[src/rtl/vga_game_pkg.sv]
// Shared types and constants for the VGA game-flow sequencer.
package vga_game_pkg;

    localparam int unsigned StateW = 4;
    localparam int unsigned BcdW   = 4;
    localparam logic [BcdW-1:0] BcdMax = 4'd9;

    typedef enum logic [StateW-1:0] {
        StIdle      = 4'd0,
        StCountdown = 4'd1,
        StPlay      = 4'd2,
        StRoundEnd  = 4'd3,
        StGameOver  = 4'd4
    } state_e;

endpackage

[src/rtl/bcd2_counter.sv]
// Two-digit BCD counter with clear, load, increment and decrement.
// Saturates at 99 when incrementing and at 00 when decrementing.
module bcd2_counter
    import vga_game_pkg::*;
(
    input  logic              clk,
    input  logic              rst,
    input  logic              clr,
    input  logic              load,
    input  logic [2*BcdW-1:0] load_val,
    input  logic              inc,
    input  logic              dec,
    output logic [BcdW-1:0]   tens,
    output logic [BcdW-1:0]   ones
);

    logic [BcdW-1:0] tens_q, tens_d;
    logic [BcdW-1:0] ones_q, ones_d;

    always_comb begin
        tens_d = tens_q;
        ones_d = ones_q;
        if (clr) begin
            tens_d = '0;
            ones_d = '0;
        end else if (load) begin
            tens_d = load_val[2*BcdW-1:BcdW];
            ones_d = load_val[BcdW-1:0];
        end else if (inc) begin
            if (!(tens_q == BcdMax && ones_q == BcdMax)) begin
                if (ones_q == BcdMax) begin
                    ones_d = '0;
                    tens_d = tens_q + 1'b1;
                end else begin
                    ones_d = ones_q + 1'b1;
                end
            end
        end else if (dec) begin
            if (!(tens_q == '0 && ones_q == '0)) begin
                if (ones_q == '0) begin
                    ones_d = BcdMax;
                    tens_d = tens_q - 1'b1;
                end else begin
                    ones_d = ones_q - 1'b1;
                end
            end
        end
    end

    always_ff @(posedge clk) begin
        if (rst) begin
            tens_q <= '0;
            ones_q <= '0;
        end else begin
            tens_q <= tens_d;
            ones_q <= ones_d;
        end
    end

    assign tens = tens_q;
    assign ones = ones_q;

endmodule

[src/rtl/vga_game_seq.sv]
// Game-flow sequencer feeding the VGA pixel generator. Every displayed value
// is committed only on a frame tick (vsync falling edge), so frames never tear.
module vga_game_seq
    import vga_game_pkg::*;
#(
    parameter int unsigned FRAMES_PER_SEC   = 60,
    parameter int unsigned CNT_START        = 3,
    parameter int unsigned WIN_SCORE        = 9,
    parameter int unsigned ROUND_END_FRAMES = 120
) (
    input  logic       clk,
    input  logic       rst,
    input  logic       vsync,
    input  logic       start,
    input  logic       point0,
    input  logic       point1,
    output logic [3:0] state,
    output logic [3:0] score0,
    output logic [3:0] score1,
    output logic [3:0] cnt0,
    output logic [3:0] cnt1
);

    localparam int unsigned FsecW = (FRAMES_PER_SEC > 1) ? $clog2(FRAMES_PER_SEC) : 1;
    localparam int unsigned RcntW = (ROUND_END_FRAMES > 1) ? $clog2(ROUND_END_FRAMES) : 1;
    localparam logic [FsecW-1:0]  FsecLast   = FsecW'(FRAMES_PER_SEC - 1);
    localparam logic [RcntW-1:0]  RcntLast   = RcntW'(ROUND_END_FRAMES - 1);
    localparam logic [3:0]        WinScore   = 4'(WIN_SCORE);
    localparam logic [2*BcdW-1:0] CntLoadVal = {BcdW'(0), BcdW'(CNT_START)};

    logic vsync_q, start_q;
    logic tick, start_rise, sec_done;
    logic start_p_q, start_p_d, p0_p_q, p0_p_d, p1_p_q, p1_p_d;

    state_e           state_q, state_d;
    logic [3:0]       score0_q, score0_d, score1_q, score1_d;
    logic [FsecW-1:0] fsec_q, fsec_d;
    logic [RcntW-1:0] rcnt_q, rcnt_d;
    logic             cnt_clr, cnt_load, cnt_inc, cnt_dec;

    assign tick       = vsync_q & ~vsync;
    assign start_rise = start & ~start_q;
    assign sec_done   = tick && (fsec_q == FsecLast);

    // Every state consumes or discards all flags on a tick; an event landing
    // on the tick cycle itself survives into the next frame.
    always_comb begin
        start_p_d = tick ? start_rise : (start_p_q | start_rise);
        p0_p_d    = tick ? point0     : (p0_p_q | point0);
        p1_p_d    = tick ? point1     : (p1_p_q | point1);
    end

    always_comb begin
        state_d  = state_q;
        score0_d = score0_q;
        score1_d = score1_q;
        fsec_d   = fsec_q;
        rcnt_d   = rcnt_q;
        cnt_clr  = 1'b0;
        cnt_load = 1'b0;
        cnt_inc  = 1'b0;
        cnt_dec  = 1'b0;
        if (tick) begin
            case (state_q)
                StIdle: begin
                    if (start_p_q) begin
                        state_d  = StCountdown;
                        score0_d = '0;
                        score1_d = '0;
                        cnt_load = 1'b1;
                        fsec_d   = '0;
                    end
                end
                StCountdown: begin
                    fsec_d = sec_done ? '0 : fsec_q + 1'b1;
                    if (sec_done) begin
                        if (cnt0 == 4'd1) begin
                            state_d = StPlay;
                            cnt_clr = 1'b1;
                        end else begin
                            cnt_dec = 1'b1;
                        end
                    end
                end
                StPlay: begin
                    fsec_d  = sec_done ? '0 : fsec_q + 1'b1;
                    cnt_inc = sec_done;
                    if (p0_p_q || p1_p_q) begin
                        if (p0_p_q) score0_d = (score0_q == WinScore) ? WinScore : score0_q + 4'd1;
                        if (p1_p_q) score1_d = (score1_q == WinScore) ? WinScore : score1_q + 4'd1;
                        if (score0_d == WinScore || score1_d == WinScore) begin
                            state_d = StGameOver;
                        end else begin
                            state_d = StRoundEnd;
                            rcnt_d  = '0;
                        end
                    end
                end
                StRoundEnd: begin
                    if (rcnt_q == RcntLast) begin
                        state_d  = StCountdown;
                        cnt_load = 1'b1;
                        fsec_d   = '0;
                    end else begin
                        rcnt_d = rcnt_q + 1'b1;
                    end
                end
                StGameOver: begin
                    if (start_p_q) begin
                        state_d  = StIdle;
                        score0_d = '0;
                        score1_d = '0;
                        cnt_clr  = 1'b1;
                    end
                end
                default: state_d = StIdle;
            endcase
        end
    end

    always_ff @(posedge clk) begin
        if (rst) begin
            vsync_q   <= 1'b1;
            start_q   <= 1'b0;
            start_p_q <= 1'b0;
            p0_p_q    <= 1'b0;
            p1_p_q    <= 1'b0;
            state_q   <= StIdle;
            score0_q  <= '0;
            score1_q  <= '0;
            fsec_q    <= '0;
            rcnt_q    <= '0;
        end else begin
            vsync_q   <= vsync;
            start_q   <= start;
            start_p_q <= start_p_d;
            p0_p_q    <= p0_p_d;
            p1_p_q    <= p1_p_d;
            state_q   <= state_d;
            score0_q  <= score0_d;
            score1_q  <= score1_d;
            fsec_q    <= fsec_d;
            rcnt_q    <= rcnt_d;
        end
    end

    bcd2_counter u_cnt (
        .clk      (clk),
        .rst      (rst),
        .clr      (cnt_clr),
        .load     (cnt_load),
        .load_val (CntLoadVal),
        .inc      (cnt_inc),
        .dec      (cnt_dec),
        .tens     (cnt1),
        .ones     (cnt0)
    );

    assign state  = state_q;
    assign score0 = score0_q;
    assign score1 = score1_q;

endmodule

[config.mk]
export PLATFORM = sky130hd
export DESIGN_NAME = vga_game_seq
export DESIGN_NICKNAME = d
export VERILOG_FILES = /design/src/rtl/vga_game_pkg.sv /design/src/rtl/bcd2_counter.sv /design/src/rtl/vga_game_seq.sv
export SDC_FILE = /design/constraint.sdc
export NUM_CORES = 1
export LEC_CHECK = 0
export CAP_MARGIN = 40
export CORE_AREA = 2 2 66 68
export CTS_CLUSTER_DIAMETER = 40
export CTS_CLUSTER_SIZE = 8
export DETAILED_ROUTE_END_ITERATION = 8
export DIE_AREA = 0 0 68 70
export PLACE_DENSITY = 0.82
export REMOVE_ABC_BUFFERS = 1
export SYNTH_ARGS = -nofsm -noshare
export SYNTH_HDL_FRONTEND = slang
export SYNTH_SLANG_ARGS = --single-unit
[constraint.sdc]
create_clock -name clk -period 4.5 [get_ports clk]
set_input_delay 0.9 -clock clk [delete_from_list [all_inputs] [get_ports clk]]
set_output_delay 0.9 -clock clk [all_outputs]
set_load 0.02 [all_outputs]
### Yosys cells after proc, flatten, opt, wreduce, memory -nomap -nowiden

Index checks and enable logic that the tools add are counted.

| word-level totals | value |
|---|---|
| bits in registers | 38 |
| bits in latches | 0 |
| ROM bits | 0 |
| memory bits (writable) | 0 |
| memories | 0 |
| word-level logic and storage cells | 140 |

| cells by class | value |
|---|---|
| reductions and logical operators | 25 |
| shift operators | 0 |
| multipliers | 0 |
| eq/ne operators | 27 |
| $lt $le $gt $ge | 0 |
| divide/modulo/power cells | 0 |
| add/sub/neg operators | 8 |
| bitwise gates (word level) | 7 |
| mux-type cells | 60 |

Operator list:

| kind | number |
|---|---|
| two-way mux 4 bit | 30 |
| equality test 4 bit, second input constant | 6 |
| two-way mux 7 bit | 3 |
| inequality test 2 bit, second input constant | 10 |
| one-hot mux 4 bit (5 select lines) | 1 |
| two-way mux 6 bit | 3 |
| one-hot mux 6 bit (3 select lines) | 1 |
| adder 4 x 1 -> 4 bit, second input constant | 4 |
| one-hot mux 4 bit (2 select lines) | 2 |
| two-way mux 1 bit | 15 |
| one-hot mux 7 bit (2 select lines) | 1 |
| zero test 4 bit | 3 |
| AND reduction 5 bit | 2 |
| equality test 4 x 1 -> 1 bit, second input constant | 2 |
| equality test 4 x 2 -> 1 bit, second input constant | 2 |
| AND reduction 4 bit | 2 |
| nonzero test 2 bit | 4 |
| subtractor 4 x 1 -> 4 bit, second input constant | 2 |
| adder 7 x 1 -> 7 bit, second input constant | 1 |
| equality test 7 bit, second input constant | 1 |
| AND reduction 7 bit | 1 |
| adder 6 x 1 -> 6 bit, second input constant | 1 |
| equality test 6 bit, second input constant | 1 |
| inequality test 3 bit, second input constant | 2 |
| other kinds (14) | 27 |

### Longest topological paths before layout

| logic depth | value |
|---|---|
| depth in word-level cells | 11 |
| depth in mapped cells | 9 |
| mapped depth without buffers | 9 |

### Cells and area by module

A second synthesis with hierarchy kept.

| unflattened totals | value |
|---|---|
| cells, all modules | 291 |
| area total of the unflattened synthesis | 2389.8 um^2 |

By module, submodules not included:

| module | area each (um^2) | sequential area each (um^2) | instances | cells each |
|---|---|---|---|---|
| vga_game_seq | 1629.1 | 580.6 | 1 | 200 |
| bcd2_counter | 760.7 | 160.2 | 1 | 91 |

### Worst setup path after synthesis

Ideal clock, no wire load.

| timing | value |
|---|---|
| path kind | input -> register |
| start | in vsync |
| end | reg u_cnt.tens_q[3], in the netlist u_cnt.tens[3] |
| path slack | 1.750 ns |
| stages | 8 |
| data arrival time | 2.629 ns |
| data required time | 4.379 ns |
| cells stage by stage | nand4bb_1 -> nor3_4 -> inv_4 -> ha_1 -> a31oi_1 -> nor2_1 -> o211ai_1 -> mux2_2 |

| between the ends | value |
|---|---|
| word-level cells in the longest chain between the ends | 8 |

RTL lines:

| item | RTL line | source |
|---|---|---|
| start, declared | vga_game_seq.sv:13 | `input logic vsync,` |
| inverter 1 bit (*) | vga_game_seq.sv:41 | `assign tick = vsync_q & ~vsync;` |
| AND 1 bit (*) | vga_game_seq.sv:41 |  |
| logical AND 1 bit | vga_game_seq.sv:43 | `assign sec_done = tick && (fsec_q == FsecLast);` |
| two-way mux 1 bit | vga_game_seq.sv:76 | `if (sec_done) begin` |
| two-way mux 1 bit | vga_game_seq.sv:64 | `case (state_q)` |
| two-way mux 1 bit | vga_game_seq.sv:63 | `if (tick) begin` |
| nonzero test 2 bit (no line) | n/a |  |
| AND reduction 5 bit (no line) | n/a |  |
| end signal, assigned | bcd2_counter.sv:55 | `tens_q <= tens_d;` |
| end, declared | bcd2_counter.sv:17 | `logic [BcdW-1:0] tens_q, tens_d;` |

Every way passes the cells marked *; elsewhere a longest branch is shown, timed or not.
A chain may end at the register's enable or synchronous reset.

### Final worst setup path

Ends and elaborated chain as after synthesis.

==> run summary <==
Critical path class: in2reg
Vias per inst: 6.18
Filler cell count: 380
Fin cells: 361
GRT overflow: 0
Number of clock sinks: 37
Die Wd: 68 um
GRT Resource Usage Total: 24.0%
Via count: 2,230
Max Cap Viol: 0
Leakage: 0.967 nW
Post-synth top flop: dfxtp_1
DRT Wirelength: 5200 um
Placeable Area: 4140 um2
Hold endpoint: rcnt_q[5]$_SDFFE_PP0P_
FF-to-FF Start: state[1]$_SDFFE_PP0P_
Drc violations: 0
CTS hold repair buffers: 0
CTS buffer count: 5
Initial detailed-routing violation count: 156
Fin crit period: 3190 ps
Slowest stage cell on the critical path: clkdlybuf4s50_1
Final #Nets: 322
PortBufs: 24
Routability Congestion: 0.846
Most common cell after layout, fill and taps aside: dfxtp_1
Worst slew margin: 36.2%
Post-DP HPWL: 3600 um
Number of global-route vias before repair: 1,942
Count of cell types in the netlist: 60
Root Buffer: clkbuf_8
Die area: 4760 um2
Dominant cell type by area after synthesis: dfxtp_1
Resize count post-CTS: 0
Final setup fails: 0
Worst Hold Class: reg2reg
Clock slew at reported path FFs: 80 ps
Largest net degree at the start of global routing: 27
Placed instance count: 353
DR WL/cell: 14.4 um
Register area share after synthesis: 31.4%
Finished Cell Area: 2690 um2
# diodes: 0
TritonCTS clock tree: built
Antenna violations before repair: 0
Skew-Pair Late Insertion Delay: 290 ps
Worst path max stage delay: 500 ps
Top cells by area, synth: dfxtp_1 (31%), a21oi_1 (5.7%), nor2_1 (4.3%)
Layout cells sized above 1: 7.77%
EDFF count, synth: 0
Async SR Flop Fraction: 0%
Setup bufs post-CTS: 0
WL met3: 244 um
CP arrival: 3380 ps
First-pass GRT wire length: 9040 um
HP Start: rcnt_q[5]$_SDFFE_PP0P_
Warnings, synthesis: 0
Wire length on met2: 2310 um
Area occupied by multi-input gates: 1520 um2
Clk buf depth: 2
Initial Util: 57.0%
Post-route ant nets: 0
# IOs: 26
Flop2flop setup slack: 1780 ps
Avg Cell Area, Syn: 8.14 um2
Worst Skew: 7.15 ps
Gate Count Post-Synth: 290
Setup TNS: 0 ps
Std-Cell Rows: 24
Run status: finished, final reports clean
Startpoint types: input port
Critical Path RT: 4690 ps
Highest Signal Layer: met4
Power Density: 235 nW/um2
Post-Place Cell Area: 2610 um2
Count of state elements after synthesis: 37
Peak supply drop: 0.211 mV
Hold depth: 1
H-tree levels: 2
Detailed Routing Iterations Pass 1: 4
Commonest cells after routing, fill and taps aside: dfxtp_1 (37), a21oi_1 (27), nor2_1 (27)
Die extent in y: 70 um
Area Growth Syn to Fin: 14.0%
Sequential Area: 741 um2
Worst Max-Slew Pin Slew: 949 ps
Final worst slack: 1310 ps
Met1 wire length: 2560 um
Max-slew violations: 0
RSZ-0062 raised after global routing: no
Worst reg2reg path depth: 8
Share of the synthesized area in the top cell type: 31.4%
CP Max Fanout: 7
FF-to-FF End: u_cnt.tens[3]$_SDFFE_PP0P_
Final hold vios: 0
Post-Place Setup Slack: 1000 ps
CP Capture Type: register
Power Total: 0.000633 W
Crit-path cells: clkdlybuf4s50_1, nand4bb_1, nor3_4, inv_4, ha_1, a31oi_1, nor2_1, o211ai_1, mux2_2
Synthesized cell area: 2360 um2
Final worst-path cycle share: 70.9%
Max Fclk: 0.313 GHz
metal layers:
metal  global-route usage (%)  vias up
met5                        0        -
met4                     8.00        0
met2                     34.0       57
met1                     35.9     1041
li1                         -     1121
met3                     5.15       11
cells in the mapped netlist (4+ instances only):
master,n
nor2b_1,4
or2_2,4
a31oi_1,6
a211oi_1,4
mux2i_1,5
xor2_1,5
dfxtp_1,37
and3_1,4
nand3_1,11
nand2_1,17
nor3b_1,5
nand4_1,4
clkbuf_1,11
a311oi_1,7
o21ai_0,10
a21oi_1,27
or3_1,5
o211ai_1,5
nor3_1,8
xnor2_1,6
inv_1,8
nor2_1,27
nand2b_1,7
nand3b_1,7
ha_1,8
layout make-up:
cell class                 instances  share of cell area (%)
clock buffer                       6                    2.70
tap                               52                    2.42
inverter                           9                    1.35
multi-input combinational        230                    56.4
clock inverter                     2                   0.372
timing repair buffer              25                    9.21
sequential                        37                    27.5
worst max path at each step:
stage,startpoint,to,slack [ps]
6_report,vsync,u_cnt.tens[3]$_SDFFE_PP0P_,1310
5_1_grt,vsync,u_cnt.tens[3]$_SDFFE_PP0P_,1170
4_1_cts,vsync,u_cnt.tens[3]$_SDFFE_PP0P_,1320
3_5_place_dp,vsync,u_cnt.tens[3]$_SDFFE_PP0P_,1000
3_3_place_gp,vsync,u_cnt.tens[3]$_SDFFE_PP0P_,1120
2_1_floorplan,vsync,u_cnt.tens[3]$_SDFFE_PP0P_,1750
where the power goes:
| part | internal [W] | switching (W) |
|---|---|---|
| clock network | 0.000107 | 0.000119 |
| registers | 0.000333 | 0.0000121 |
| logic | 0.0000276 | 0.0000343 |
cells by family after synthesis:
kind of cell	count (synthesis)	share of synthesized area [%]
AND/OR/NAND/NOR	124	30.4
AO/OA/AOI/OAI	79	22.3
flip-flops	37	31.4
buffers and inverters	23	4.29
XOR/XNOR	11	4.08
adder cells (fa/ha/maj)	8	4.24
multiplexers	7	3.23
other	1	0.159
worst max-delay path: cells and delay by family:
family / cells / cell delay, ps
AND/OR/NAND/NOR: 3 / 820
adder cells (fa/ha/maj): 1 / 330
buffers and inverters: 2 / 600
multiplexers: 1 / 350
AO/OA/AOI/OAI: 2 / 370
state kept, by name, summed over array words and instances, names as in the netlist:
| signal | flops |
|---|---|
| p0_p_q | 1 |
| vsync_q | 1 |
| p1_p_q | 1 |
| u_cnt.ones | 4 |
| start_p_q | 1 |
| score0 | 4 |
| state | 3 |
| fsec_q | 6 |
| u_cnt.tens | 4 |
| rcnt_q | 7 |
| start_q | 1 |
| score1 | 4 |
through the flow:
step / hold slack (ps) / util (%)
2_1_floorplan: 442 / -
3_3_place_gp: 466 / 63.0
3_5_place_dp: 478 / 63.0
4_1_cts: 490 / 64.9
5_1_grt: 513 / 64.9
6_report: 486 / 64.9
Power figures use the tool's default switching activity.
